**config.mk**
```make
export PLATFORM = sky130hd
export DESIGN_NAME = uart_rx_os_flat
export DESIGN_NICKNAME = d
export VERILOG_FILES = /design/src/rtl/uart_rx_os_if.sv /design/src/rtl/uart_rx_os.sv /design/src/flat_wrapper.sv
export SDC_FILE = /design/constraint.sdc
export NUM_CORES = 1
export LEC_CHECK = 0
export CAP_MARGIN = 10
export CORE_ASPECT_RATIO = 1.75
export CORE_UTILIZATION = 51
export DETAILED_ROUTE_END_ITERATION = 12
export GPL_TIMING_DRIVEN = 0
export PLACE_DENSITY = 0.77
export SLEW_MARGIN = 10
export SYNTH_ARGS = -nofsm -noshare
export SYNTH_HDL_FRONTEND = slang
export SYNTH_SLANG_ARGS = --single-unit
```
**constraint.sdc**
```tcl
create_clock -name clk -period 1.7 [get_ports clk]
set_input_delay 0.17 -clock clk [delete_from_list [all_inputs] [get_ports clk]]
set_output_delay 0.17 -clock clk [all_outputs]
set_load 0.02 [all_outputs]
```
**src/rtl/uart_rx_os_if.sv**
```systemverilog
// Receive-side byte bus of the oversampling UART receiver.
// The receiver drives it through the master modport; consumers use the slave modport.
interface uart_rx_os_if;
    logic       rx_flag;
    logic [7:0] rx_data;
    logic       frame_err;
    logic       busy;
    logic [2:0] state;

    modport master (
        output rx_flag,
        output rx_data,
        output frame_err,
        output busy,
        output state
    );

    modport slave (
        input rx_flag,
        input rx_data,
        input frame_err,
        input busy,
        input state
    );
endinterface

```
**src/rtl/uart_rx_os.sv**
```systemverilog
// 8N1 UART receiver with oversampled mid-bit sampling, start-glitch rejection and
// framing-error reporting. Bytes leave as a one-clock rx_flag pulse alongside rx_data.
module uart_rx_os #(
    parameter int CLK_HZ     = 100_000_000,
    parameter int BAUD       = 9600,
    parameter int OVERSAMPLE = 16
) (
    input  logic          clk,
    input  logic          rst,
    input  logic          rx,
    uart_rx_os_if.master  bus
);

    localparam int DIV    = CLK_HZ / (BAUD * OVERSAMPLE);
    localparam int DIV_W  = (DIV > 1) ? $clog2(DIV) : 1;
    localparam int SAMP_W = $clog2(OVERSAMPLE);

    localparam logic [DIV_W-1:0]  DIV_LAST  = DIV_W'(DIV - 1);
    localparam logic [SAMP_W-1:0] SAMP_LAST = SAMP_W'(OVERSAMPLE - 1);
    localparam logic [SAMP_W-1:0] SAMP_MID  = SAMP_W'(OVERSAMPLE / 2 - 1);

    typedef enum logic [2:0] {
        S_IDLE  = 3'd0,
        S_START = 3'd1,
        S_DATA  = 3'd2,
        S_STOP  = 3'd3,
        S_BREAK = 3'd4
    } state_t;

    state_t              state;
    logic                sync1;
    logic                sync2;
    logic                prev;
    logic [DIV_W-1:0]    div_cnt;
    logic [SAMP_W-1:0]   samp_cnt;
    logic [2:0]          bit_cnt;
    logic [7:0]          shift;
    logic [7:0]          data_q;
    logic                flag_q;
    logic                ferr_q;
    logic                busy_q;
    logic                tick;
    logic                start_edge;

    // Sync flops reset high so a reset never fabricates a start edge.
    always_ff @(posedge clk or posedge rst) begin
        if (rst) begin
            sync1 <= 1'b1;
            sync2 <= 1'b1;
            prev  <= 1'b1;
        end else begin
            sync1 <= rx;
            sync2 <= sync1;
            prev  <= sync2;
        end
    end

    assign start_edge = prev & ~sync2;
    assign tick       = busy_q && (div_cnt == DIV_LAST);

    // Held at zero in IDLE so the first tick lands DIV cycles after the start edge.
    always_ff @(posedge clk or posedge rst) begin
        if (rst) begin
            div_cnt <= '0;
        end else if (state == S_IDLE || tick) begin
            div_cnt <= '0;
        end else begin
            div_cnt <= div_cnt + DIV_W'(1);
        end
    end

    always_ff @(posedge clk or posedge rst) begin
        if (rst) begin
            state    <= S_IDLE;
            busy_q   <= 1'b0;
            flag_q   <= 1'b0;
            ferr_q   <= 1'b0;
            data_q   <= 8'h00;
            shift    <= 8'h00;
            samp_cnt <= '0;
            bit_cnt  <= 3'd0;
        end else begin
            flag_q <= 1'b0;
            ferr_q <= 1'b0;
            case (state)
                S_IDLE: begin
                    if (start_edge) begin
                        state    <= S_START;
                        busy_q   <= 1'b1;
                        samp_cnt <= '0;
                        bit_cnt  <= 3'd0;
                    end
                end
                S_START: begin
                    if (tick) begin
                        if (samp_cnt == SAMP_MID) begin
                            samp_cnt <= '0;
                            if (!sync2) begin
                                state <= S_DATA;
                            end else begin
                                state  <= S_IDLE;
                                busy_q <= 1'b0;
                            end
                        end else begin
                            samp_cnt <= samp_cnt + SAMP_W'(1);
                        end
                    end
                end
                S_DATA: begin
                    if (tick) begin
                        if (samp_cnt == SAMP_LAST) begin
                            samp_cnt       <= '0;
                            shift[bit_cnt] <= sync2;
                            bit_cnt        <= bit_cnt + 3'd1;
                            if (bit_cnt == 3'd7) begin
                                state <= S_STOP;
                            end
                        end else begin
                            samp_cnt <= samp_cnt + SAMP_W'(1);
                        end
                    end
                end
                S_STOP: begin
                    if (tick) begin
                        if (samp_cnt == SAMP_LAST) begin
                            samp_cnt <= '0;
                            if (sync2) begin
                                data_q <= shift;
                                flag_q <= 1'b1;
                                state  <= S_IDLE;
                                busy_q <= 1'b0;
                            end else begin
                                ferr_q <= 1'b1;
                                state  <= S_BREAK;
                            end
                        end else begin
                            samp_cnt <= samp_cnt + SAMP_W'(1);
                        end
                    end
                end
                // No start detection here: a held-low line reports one error only.
                S_BREAK: begin
                    if (sync2) begin
                        state  <= S_IDLE;
                        busy_q <= 1'b0;
                    end
                end
                default: begin
                    state  <= S_IDLE;
                    busy_q <= 1'b0;
                end
            endcase
        end
    end

    assign bus.rx_flag   = flag_q;
    assign bus.rx_data   = data_q;
    assign bus.frame_err = ferr_q;
    assign bus.busy      = busy_q;
    assign bus.state     = state;

endmodule

```
**src/flat_wrapper.sv**
```systemverilog
// flat-port wrapper written by rule: the top's interface ports become plain ports
module uart_rx_os_flat 
#(
    parameter int CLK_HZ     = 100_000_000,
    parameter int BAUD       = 9600,
    parameter int OVERSAMPLE = 16
)
  (clk, rst, rx, bus_rx_flag, bus_rx_data, bus_frame_err, bus_busy, bus_state);
  uart_rx_os_if bus_i ();
  input  logic clk;
  input  logic rst;
  input  logic rx;
  output wire logic [$bits(bus_i.rx_flag)-1:0] bus_rx_flag;
  output wire logic [$bits(bus_i.rx_data)-1:0] bus_rx_data;
  output wire logic [$bits(bus_i.frame_err)-1:0] bus_frame_err;
  output wire logic [$bits(bus_i.busy)-1:0] bus_busy;
  output wire logic [$bits(bus_i.state)-1:0] bus_state;
  assign bus_rx_flag = bus_i.rx_flag;
  assign bus_rx_data = bus_i.rx_data;
  assign bus_frame_err = bus_i.frame_err;
  assign bus_busy = bus_i.busy;
  assign bus_state = bus_i.state;
  uart_rx_os #(.CLK_HZ(CLK_HZ), .BAUD(BAUD), .OVERSAMPLE(OVERSAMPLE)) u_core (.clk(clk), .rst(rst), .rx(rx), .bus(bus_i));
endmodule
```
==> Word-level counts from Yosys, hierarchy flattened <==
Cells that the tools add are included.
{ "classes": {"n_addsub": 3, "multipliers": 0, "div_mod_pow": 0, "magnitude_cmp": 2, "n_eq_ne": 18, "shifts": 0, "n_mux": 41, "bitwise_logic": 3, "reduce_logical": 13} }
{ "op_table": {"columns": ["op", "count"], "rows": [
  ["3-bit 2-to-1 mux", 13],
  ["4-bit 2-to-1 mux", 5],
  ["2-bit by 1-bit != test with 1-bit output (second input constant)", 10],
  ["1-bit 2-to-1 mux", 15],
  ["3-bit case mux with 5 select lines", 1],
  ["4-bit case mux with 3 select lines", 1],
  ["4-bit AND reduction", 3],
  ["10-bit by 1-bit adder with 10-bit output (second input constant)", 1],
  ["10-bit == test (second input constant)", 1],
  ["10-bit 2-to-1 mux", 1],
  ["9-bit AND reduction", 1],
  ["8-bit bitwise mux", 1],
  ["3-bit by 2-bit == test with 1-bit output (second input constant)", 2],
  ["3-bit == test (second input constant)", 2],
  ["3-bit case mux with 2 select lines", 1],
  ["6-bit AND reduction", 1],
  ["1-bit case mux with 5 select lines", 1],
  ["4-bit by 1-bit adder with 4-bit output (second input constant)", 1],
  ["4-bit by 3-bit == test with 1-bit output (second input constant)", 1],
  ["4-bit == test (second input constant)", 1],
  ["3-bit by 4-bit < comparator with 1-bit output (second input constant)", 1],
  ["3-bit by 1-bit adder with 3-bit output (second input constant)", 1],
  ["1-bit demux with 3-bit select", 1],
  ["3-bit by 1-bit == test with 1-bit output (second input constant)", 1],
  ["other kinds (11)", 13]
]} }
{ "totals": {"register_bits": 42, "latchBits": 0, "ram_bits": 0, "mem_bits_ro": 0, "in_bits": 3, "mem_count": 0} }

==> Longest topological paths before layout <==
Gate-level depths: netlist of the first run.
{ "logic_depth": {"word_depth": 5, "mapped_depth": 8, "mapped_depth_nobuf": 6} }

==> Least setup slack after synthesis of the first run <==
Ideal clock, no wire load.
{ "synth_path": {"kind": "register to register", "startpoint": "reg u_core.div_cnt[2]", "endpoint": "reg u_core.data_q[0] (netlist: u_core.bus.rx_data[0])", "setup_time_ps": 125, "arrival_time_ps": 1639, "slack_ps": -65, "path_stages_with_launch": 7, "period_less_slack_ps": 1765, "path_cell_list": "dfrtp_1 nor4b_4 and3_1 buf_6 and3_4 buf_12 mux2_4"} }
{ "synth_between": {"elab_chain_len": 3} }
{ "synth_lines": {"columns": ["item", "line", "text"], "rows": [
  ["from (decl)", "uart_rx_os.sv:34", "logic [DIV_W-1:0] div_cnt;"],
  ["from (signal assigned)", "uart_rx_os.sv:68", "div_cnt <= div_cnt + DIV_W'(1);"],
  ["10-bit == test", "uart_rx_os.sv:59", "assign tick = busy_q && (div_cnt == DIV_LAST);"],
  ["1-bit logical AND", "uart_rx_os.sv:59", null],
  ["4-bit AND reduction (no source line)", null, null],
  ["to (signal assigned)", "uart_rx_os.sv:128", "data_q <= shift;"],
  ["to (decl)", "uart_rx_os.sv:38", "logic [7:0] data_q;"]
]} }
Every way passes these cells.
A chain may end at the register's enable or synchronous reset.

==> Worst setup path in the final report of the first run <==
{ "layout_path": {"startpoint": "reg u_core.div_cnt[6]", "endpoint": "reg u_core.data_q[0] (netlist: u_core.bus.rx_data[0])"} }
The elaborated chain is that of the path after synthesis.

==> results.sh, run 1 <==
export IMPL_cts_tree="built"
export IMPL_r2r_start="u_core.div_cnt[6]"
export IMPL_setup_viol=16
export IMPL_post_route_drc_count=0
export IMPL_end_kind="flop"
export IMPL_grt_max_degree=41
export IMPL_grtUsageMet3_pct=5.142
export IMPL_reg2regPathDepth=5
export IMPL_outcome="finished, violations left"
export IMPL_hold_ws_ns=0.2193
export IMPL_synth_top_area_cell="dfrtp_1"
export IMPL_fmax_ghz=0.5392
export IMPL_vias=1538
export IMPL_area_delta_synth_final_pct=26.54
export IMPL_track_usage_pct=23.16
export IMPL_skew_ns=0.009306
export IMPL_r2r_end="u_core.bus.rx_data[0]"
export IMPL_crit_fanout=4
export IMPL_clkSlewWorstSetupHoldPaths_ns=0.08
export IMPL_cap_violations=0
export IMPL_overflow=0
export IMPL_setup_slack_ns=-0.1547
export IMPL_insertion_delay_ns=0.30
export IMPL_worstPathRequired_ns=1.89
export IMPL_cts_root_buf="clkbuf_8"
export IMPL_htreeDepth=2
export IMPL_drv_slew=0
export IMPL_fin_crit_sh_pct=109.1
export IMPL_timing_setup_tns_ns=-1.601
export IMPL_grt_pass1_wl_um=7327
export IMPL_final_core_util_pct=66.96
export IMPL_power_mw=2.191
export IMPL_synth_nets=187
export IMPL_synth_distinct_cells=41
export IMPL_grt_pass1_vias=1570
export IMPL_hold_class="in -> async"
export IMPL_drt_iter0_drc=37
export IMPL_yosysWarnings=0
export IMPL_relSlewSlack_pct=70.34
export IMPL_viasPerCell=5.782
export IMPL_failed_checks="setup timing"
export IMPL_start_kind="flop"
export IMPL_avgSynthCellArea_um2=11.43
export IMPL_synthCells=179
export IMPL_fin_cells=266
export IMPL_ys_flop_type="dfrtp_1"
export IMPL_syn_area_um2=2046
export IMPL_synthArstFlopShare_pct=100.0
export IMPL_synth_area_leaders="dfrtp_1 (48%), mux2_4 (5.9%), dfstp_2 (3.9%)"
export IMPL_ant_nets=0
export IMPL_grt_busiest_layer="met2"
export IMPL_num_io_pins=17
export IMPL_finalHoldViolCount=0
export IMPL_initial_core_util_pct=52.91
export IMPL_path_class="reg -> reg"
export IMPL_met2_usage_pct=44.10
export IMPL_max_slew_worst_pin_slew_ns=0.4450
export IMPL_place_inst=244
export IMPL_clock_sinks=42
export IMPL_clock_path_buffers=2
export IMPL_rsz0062_at_grt="true"
export IMPL_p_leak_nw=1.167
export IMPL_wirelength_um=4508
export IMPL_dp_hpwl_um=2972
export IMPL_worstPathArrival_ns=2.04
export IMPL_regToRegSetupSlack_ns=-0.15
export IMPL_cts_inserted_buffers=5
export IMPL_gp_congestion=0.8772
export IMPL_drt_first_pass_iters=4
export IMPL_portBuffers=16
export IMPL_rows=30
export IMPL_synth_edff_count=0
export IMPL_core_region_area_um2=3866
export IMPL_ys_seq_area_share_pct=51.56
export IMPL_wl_per_cell_um=16.95
export IMPL_nFillCells=293
export IMPL_n_antenna_cell=0
export IMPL_met1_usage_pct=22.38
export IMPL_p_per_area_nw_per_um2=846.3
export IMPL_dieWidth_um=49.88
export IMPL_synth_top_area_share_pct=47.71
export IMPL_ir_drop_mv=0.6164
export IMPL_die_h_um=85.79
export IMPL_ys_ff_latch=42
export IMPL_drive_gt1_share_pct=29.82
export IMPL_antenna_found_initial=0
export IMPL_die_area_um2=4279
export IMPL_fin_nets=225
export IMPL_min_period_ns=1.855
[repair_timing]
item	4_1_cts	5_1_grt
resized for setup	13	6
hold buffers	0	0
setup endpoints to repair	18	31
gates cloned	0	1
setup buffers	9	5
pin swaps	5	3
endpoints found under the hold margin	0	0
[flip-flops by register name, summed over array words and instances (netlist names), 3 cells and up]
signal              cells
u_core.div_cnt         10
u_core.bus.rx_data      8
u_core.shift            8
u_core.samp_cnt         4
u_core.bit_cnt          3
u_core.bus.state        3
[final cells by class]
cell class / instances / area [um^2] / area share, %
clock buffers: 6 / 82.58 / 3.190
flip-flops and latches: 42 / 1059 / 40.89
well taps: 48 / 60.06 / 2.320
clock inverters: 2 / 12.51 / 0.4833
repair buffers: 32 / 314.1 / 12.13
multi-input cells: 122 / 967.2 / 37.36
plain buffers: 7 / 67.56 / 2.610
inverters: 7 / 26.28 / 1.015
[power breakdown]
group / switching, mW / total [mW] / leakage, nW / internal [mW]
clock network: 0.341 / 0.668 / 0.0472 / 0.326
registers: 0.0798 / 1.15 / 0.557 / 1.07
logic: 0.201 / 0.370 / 0.563 / 0.169
total: 0.622 / 2.19 / 1.17 / 1.57
[critical path, stage by stage (launching register included)]
cell and delay [ns]:
dfrtp_2 0.43, nor4b_4 0.36, and3_4 0.29, and3_4 0.23
clkbuf_16 0.15, mux2_4 0.29
[synthesized netlist by cell type, types with 3 or more instances]
cell	count
dfrtp_1	39
nor2_1	18
nand2_1	9
nand3_1	9
nand4_1	9
mux2_4	8
inv_1	7
xnor2_1	7
mux2_1	6
o211ai_1	6
o21ai_0	6
ha_1	5
and3_1	4
buf_2	4
nor2b_1	4
nor3_1	4
nor4_1	4
dfstp_2	3
mux2_2	3
[logic make-up after synthesis]
family,after synthesis,share of synthesized area [%]
buffers and inverters,15,4.709
adders and majority gates,5,3.058
muxes,17,10.83
DFF,42,51.56
AOI/OAI and AO/OA,19,6.117
and+or+nand+nor,72,19.88
xor gates and xnor gates,9,3.853
[metrics by stage]
stage	worst slack [ns]	area, um^2
floorplan	-0.03947	2067
global placement	-0.3292	2287
detailed placement	-0.1773	2307
CTS	-0.1252	2507
global route	-0.1992	2589
finish	-0.1547	2589
[worst max path at each step]
stage | from | endpoint | slack (ns) | cells after the start
after floorplan | u_core.div_cnt[6] | u_core.bus.rx_data[0] | -0.04 | 6
after global placement | rst | u_core.div_cnt[2] | -0.33 | 2
after detailed placement | u_core.div_cnt[6] | u_core.bus.rx_data[2] | -0.18 | 6
after CTS | u_core.div_cnt[5] | u_core.shift[7] | -0.13 | 4
after global routing | u_core.div_cnt[6] | u_core.bus.rx_data[5] | -0.20 | 5
final | u_core.div_cnt[6] | u_core.bus.rx_data[0] | -0.15 | 5
[cell usage in the layout, fill, tap and decap left out, drive strengths merged, types with 2 or more instances in the layout]
master	count
xnor2	7
mux2	17
nor4	4
inv	7
buf	21
nand4	9
nor2	18
a21oi	2
nor4b	2
o21ai	6
and3	5
clkdlybuf4s50	16
o211ai	6
nand3	10
ha	5
nor3	4
dfrtp	39
nand2	9
clkbuf	8
nor2b	4
xor2	2
dfstp	3
or2	2
[layer usage]
| layer | vias up | wire (um) |
|---|---|---|
| met2 | 38 | 2686 |
| met5 | - | 0 |
| met1 | 774 | 1535 |
| met4 | 0 | 159 |
| met3 | 15 | 126 |
| li1 | 711 | - |
Power figures use the tool's default switching activity.
==> inputs of run 2 (changes only) <==
Settings changed: CTS_BUF_LIST set to sky130_fd_sc_hd__clkbuf_16.
==> results.sh, run 2 (synthesis results as in run 1) <==
export IMPL_outcome="finished, violations left"
export IMPL_failed_checks="setup timing"
export IMPL_grt_pass1_wl_um=7079
export IMPL_cap_violations=0
export IMPL_postPlaceCellArea_um2=2307
export IMPL_post_route_cell_area_um2=2596
export IMPL_max_slew_worst_pin_slew_ns=0.4258
export IMPL_final_cell_mix="dfrtp_1 (37), nor2_1 (18), clkdlybuf4s50_1 (16)"
export IMPL_path_class="reg -> reg"
export IMPL_cts_tree="built"
export IMPL_p_per_area_nw_per_um2=926.4
export IMPL_drv_slew=0
export IMPL_crit_fanout=4
export IMPL_grt_max_degree=41
export IMPL_die_h_um=85.79
export IMPL_r2r_start="u_core.div_cnt[5]"
export IMPL_cts_hold_buf=0
export IMPL_finalHoldViolCount=0
export IMPL_cts_root_buf="clkbuf_16"
export IMPL_htreeDepth=2
export IMPL_skew_ns=0.004881
export IMPL_antenna_found_initial=0
export IMPL_post_route_drc_count=0
export IMPL_fin_nets=222
export IMPL_regMostFlops="u_core.div_cnt"
export IMPL_insertion_delay_ns=0.28
export IMPL_dp_hpwl_um=2972
export IMPL_timing_setup_tns_ns=-1.754
export IMPL_reg2regPathDepth=5
export IMPL_worstPathRequired_ns=1.87
export IMPL_p_leak_nw=1.164
export IMPL_grt_pass1_vias=1521
export IMPL_drt_iter0_drc=66
export IMPL_portBuffers=16
export IMPL_vias=1510
export IMPL_wl_per_cell_um=16.81
export IMPL_hold_class="in -> async"
export IMPL_min_period_ns=1.869
export IMPL_ir_drop_mv=0.8625
export IMPL_initial_core_util_pct=52.91
export IMPL_worstPathArrival_ns=2.04
export IMPL_core_region_area_um2=3866
export IMPL_end_kind="flop"
export IMPL_start_kind="flop"
export IMPL_fmax_ghz=0.5351
export IMPL_die_area_um2=4279
export IMPL_worstSetupEndpoint="u_core.bus.rx_data[0]"
export IMPL_area_delta_synth_final_pct=26.91
export IMPL_clock_path_buffers=2
export IMPL_final_common_cell="dfrtp_1"
export IMPL_track_usage_pct=22.36
export IMPL_overflow=0
export IMPL_regToRegSetupSlack_ns=-0.17
export IMPL_n_antenna_cell=0
export IMPL_rsz0062_at_grt="true"
export IMPL_setup_slack_ns=-0.1690
export IMPL_drive_gt1_share_pct=28.37
export IMPL_ant_nets=0
export IMPL_wirelength_um=4420
export IMPL_r2r_end="u_core.bus.rx_data[0]"
export IMPL_viasPerCell=5.741
export IMPL_clkSlewWorstSetupHoldPaths_ns=0.06
export IMPL_dieWidth_um=49.88
export IMPL_largest_reg_flops=10
export IMPL_critPathLaunch="u_core.div_cnt[5]"
export IMPL_gp_congestion=0.8772
export IMPL_fin_crit_sh_pct=109.9
export IMPL_setup_viol=16
export IMPL_num_io_pins=17
export IMPL_place_inst=244
export IMPL_relSlewSlack_pct=71.35
export IMPL_clock_sinks=42
export IMPL_rows=30
export IMPL_cts_inserted_buffers=5
export IMPL_drt_first_pass_iters=4
export IMPL_fin_cells=263
-- run 2: through the flow --
step	hold WS, ns	utilization, %	setup slack [ns]	total power [mW]
after CTS	0.2434	64.66	-0.1614	2.415
after global routing	0.2846	67.15	-0.1966	2.515
after global placement	0.3470	59.16	-0.3292	1.440
after floorplan	0.1745	-	-0.03947	1.369
after detailed placement	0.3498	59.68	-0.1773	1.464
final	0.2395	67.15	-0.1690	2.405
-- run 2: worst max-delay path, cell delays in order (launching register included) --
cell and delay, ns:
dfrtp_2 0.43, nor4b_4 0.38, and3_4 0.28, and3_4 0.23, clkbuf_16 0.15, mux2_4 0.29
-- run 2: timing repair --
item                                    4_1_cts  5_1_grt
gates resized for setup                       6       11
gates cloned                                  0        1
setup buffers                                 5        6
hold endpoints to repair                      0        0
endpoints found under the setup margin       18       33
pin swaps                                     4        4
-- run 2: layer usage --
metal | wire length, um | share of wire, % | track usage, % | up-vias
met5 | 0 | 0 | 0 | -
met4 | 136 | 3.1 | 10.65 | 0
met3 | 121 | 2.7 | 4.965 | 13
met2 | 2612 | 59 | 42.63 | 41
met1 | 1550 | 35 | 21.85 | 749
li1 | - | - | - | 707
-- run 2: power by group --
group | internal (mW) | switching, mW | leakage (nW)
Combinational | 0.152 | 0.187 | 0.538
Sequential | 1.08 | 0.0846 | 0.559
Clock | 0.535 | 0.371 | 0.0672
-- run 2: final cells by class --
type	instances	area [um^2]
clock inverters	3	16.27
plain buffers	7	61.31
fillers	289	1270
repair buffers	29	287.8
flip-flops and latches	42	1057
inverters	7	26.28
clock buffers	5	125.1
multi-input cells	122	962.2
well taps	48	60.06
-- run 2: worst min path at each step --
stage                  from      endpoint  depth (start not counted)
2_1_floorplan            rx  u_core.sync1                          0
3_3_place_gp   u_core.sync1  u_core.sync2                          0
3_5_place_dp   u_core.sync1  u_core.sync2                          0
4_1_cts                 rst  u_core.sync2                          2
5_1_grt                 rst  u_core.sync2                          2
6_report                rst  u_core.sync2                          2
==> inputs of run 3 (changes only) <==
--- a/config.mk
+++ b/config.mk
@@ -8,9 +8,9 @@
 export CAP_MARGIN = 10
 export CORE_ASPECT_RATIO = 1.75
-export CORE_UTILIZATION = 51
+export CORE_UTILIZATION = 55
 export CTS_BUF_LIST = sky130_fd_sc_hd__clkbuf_16
 export DETAILED_ROUTE_END_ITERATION = 12
 export GPL_TIMING_DRIVEN = 0
-export PLACE_DENSITY = 0.77
+export PLACE_DENSITY = 0.79
 export SLEW_MARGIN = 10
 export SYNTH_ARGS = -nofsm -noshare
==> constraint.sdc (replaced) <==
create_clock -name clk -period 1.98 [get_ports clk]
set_input_delay 0.198 -clock clk [delete_from_list [all_inputs] [get_ports clk]]
set_output_delay 0.198 -clock clk [all_outputs]
set_load 0.01 [all_outputs]
==> results.sh, run 3 (synthesis results as in run 1) <==
export IMPL_setup_slack_ns=0.05543
export IMPL_max_slew_worst_pin_slew_ns=0.3757
export IMPL_grt_pass1_wl_um=7127
export IMPL_wl_per_cell_um=17.10
export IMPL_power_switching_uw=539.6
export IMPL_clock_path_buffers=2
export IMPL_cap_violations=0
export IMPL_rows=29
export IMPL_relSlewSlack_pct=74.95
export IMPL_gp_congestion=0.8827
export IMPL_n_antenna_cell=0
export IMPL_die_area_um2=3977
export IMPL_path_class="reg -> reg"
export IMPL_cts_tree="built"
export IMPL_finalHoldViolCount=0
export IMPL_cts_setup_buffers=0
export IMPL_vias=1484
export IMPL_slowest_stage="dfrtp_1"
export IMPL_clock_sinks=42
export IMPL_dp_hpwl_um=2982
export IMPL_clkSlewWorstSetupHoldPaths_ns=0.06
export IMPL_seqPwrFrac_pct=49.7
export IMPL_skew_ns=0.004652
export IMPL_viasPerCell=5.936
export IMPL_rsz0062_at_grt="false"
export IMPL_p_leak_nw=1.123
export IMPL_outcome="finished clean"
export IMPL_wirelength_um=4275
export IMPL_cts_hold_buf=0
export IMPL_dp_slack_ns=-0.07670
export IMPL_clockPowerShare_pct=38.3
export IMPL_crit_fanout=9
export IMPL_fmax_ghz=0.5196
export IMPL_r2r_start="u_core.div_cnt[6]"
export IMPL_critPathLaunch="u_core.div_cnt[6]"
export IMPL_end_kind="flop"
export IMPL_initial_core_util_pct=56.95
export IMPL_p_int_mw=1.490
export IMPL_post_route_drc_count=0
export IMPL_final_common_cell="dfrtp_1"
export IMPL_seqCellArea_um2=1055
export IMPL_ant_nets=0
export IMPL_min_period_ns=1.925
export IMPL_track_usage_pct=25.79
export IMPL_worstPathArrival_ns=2.09
export IMPL_p_per_area_nw_per_um2=823.8
export IMPL_cts_root_buf="clkbuf_16"
export IMPL_grt_max_degree=42
export IMPL_setup_viol=0
export IMPL_largest_reg_flops=10
export IMPL_cts_inserted_buffers=5
export IMPL_drt_iter0_drc=53
export IMPL_fin_nets=211
export IMPL_combinationalPowerShare_pct=12.0
export IMPL_slowest_delay_ns=0.44
export IMPL_drt_first_pass_iters=4
export IMPL_grt_pass1_vias=1602
export IMPL_r2r_end="u_core.bus.rx_data[0]"
export IMPL_start_kind="flop"
export IMPL_regToRegSetupSlack_ns=0.06
export IMPL_ir_drop_mv=0.7763
export IMPL_reg2regPathDepth=6
export IMPL_htreeDepth=2
export IMPL_drv_slew=0
export IMPL_area_delta_synth_final_pct=20.43
export IMPL_nFillCells=258
export IMPL_num_io_pins=17
export IMPL_core_region_area_um2=3592
export IMPL_regMostFlops="u_core.div_cnt"
export IMPL_antenna_found_initial=0
export IMPL_hold_class="in -> async"
export IMPL_fin_crit_sh_pct=97.20
export IMPL_insertion_delay_ns=0.28
export IMPL_multi_input_area_um2=933.4
export IMPL_final_cell_mix="dfrtp_1 (39), nor2_1 (18), clkdlybuf4s50_1 (16)"
export IMPL_power_mw=2.030
export IMPL_path_cells="nor4b_4, and3_1, buf_6, and3_4, buf_12, mux2_4"
export IMPL_die_h_um=82.68
export IMPL_power_switching_share_pct=26.59
export IMPL_dieWidth_um=48.10
export IMPL_portBuffers=16
export IMPL_drive_gt1_share_pct=19.12
export IMPL_overflow=0
export IMPL_worstPathRequired_ns=2.14
## run 3: cell count changes in the layout (fill, tap and decap cells not counted), sizes merged
cell,delta
buf,-10
clkbuf,-1
## run 3: repair_timing
action / in CTS / in global routing
endpoints found under the hold margin: 0 / 0
resized for setup: 2 / 5
pin swaps: 0 / 1
endpoints found under the setup margin: 2 / 10
## run 3: layout make-up
type / count / share of cell area [%]
flip-flops and latches: 42 / 42.81
multi-input cells: 122 / 37.89
repair buffers: 17 / 7.313
clock buffers: 5 / 5.079
plain buffers: 8 / 2.844
well taps: 46 / 2.336
inverters: 7 / 1.067
clock inverters: 3 / 0.6602
## run 3: worst max-delay path by stage
| stage | to | slack [ns] | cells after the start |
|---|---|---|---|
| floorplan | u_core.bus.rx_data[0] | 0.22 | 6 |
| global route | u_core.bus.rx_data[0] | 0.003 | 8 |
| finish | u_core.bus.rx_data[0] | 0.06 | 6 |
| CTS | u_core.shift[3] | 0.02 | 6 |
| detailed placement | u_core.shift[3] | -0.08 | 6 |
| global placement | u_core.shift[3] | -0.006 | 4 |
## run 3: power by group through the flow
stage	logic, mW	clock network [mW]	registers [mW]
2_1_floorplan	0.160	0	1.00
3_3_place_gp	0.209	0	1.02
3_5_place_dp	0.231	0	1.02
4_1_cts	0.233	0.794	1.01
5_1_grt	0.275	0.833	1.02
6_report	0.244	0.778	1.01
## run 3: worst max-delay path: cells and delay by family (launching register included)
family | cells | cell delay [ns]
and+or+nand+nor | 3 | 0.79
DFF | 1 | 0.44
muxes | 1 | 0.30
buffers and inverters | 2 | 0.27
## run 3: stage by stage
step	instances	area [um^2]	setup TNS (ns)	hold WS [ns]	util [%]
detailed placement	242	2283	-0.1221	0.3476	63.57
finish	250	2464	0	0.2597	68.58
global route	250	2464	0	0.2603	68.58
floorplan	179	2046	0	0.2025	-
CTS	250	2437	0	0.2591	67.85
global placement	241	2263	-0.01164	0.3478	63.01
## run 3: metal layers
layer  vias to the layer above  track usage, %  share of wire, %
met4                         0           12.22               1.4
met3                         7           5.652               2.4
met1                       761           25.63                37
met2                        33           47.16                59
met5                         -               0                 0
li1                        683               -                 -
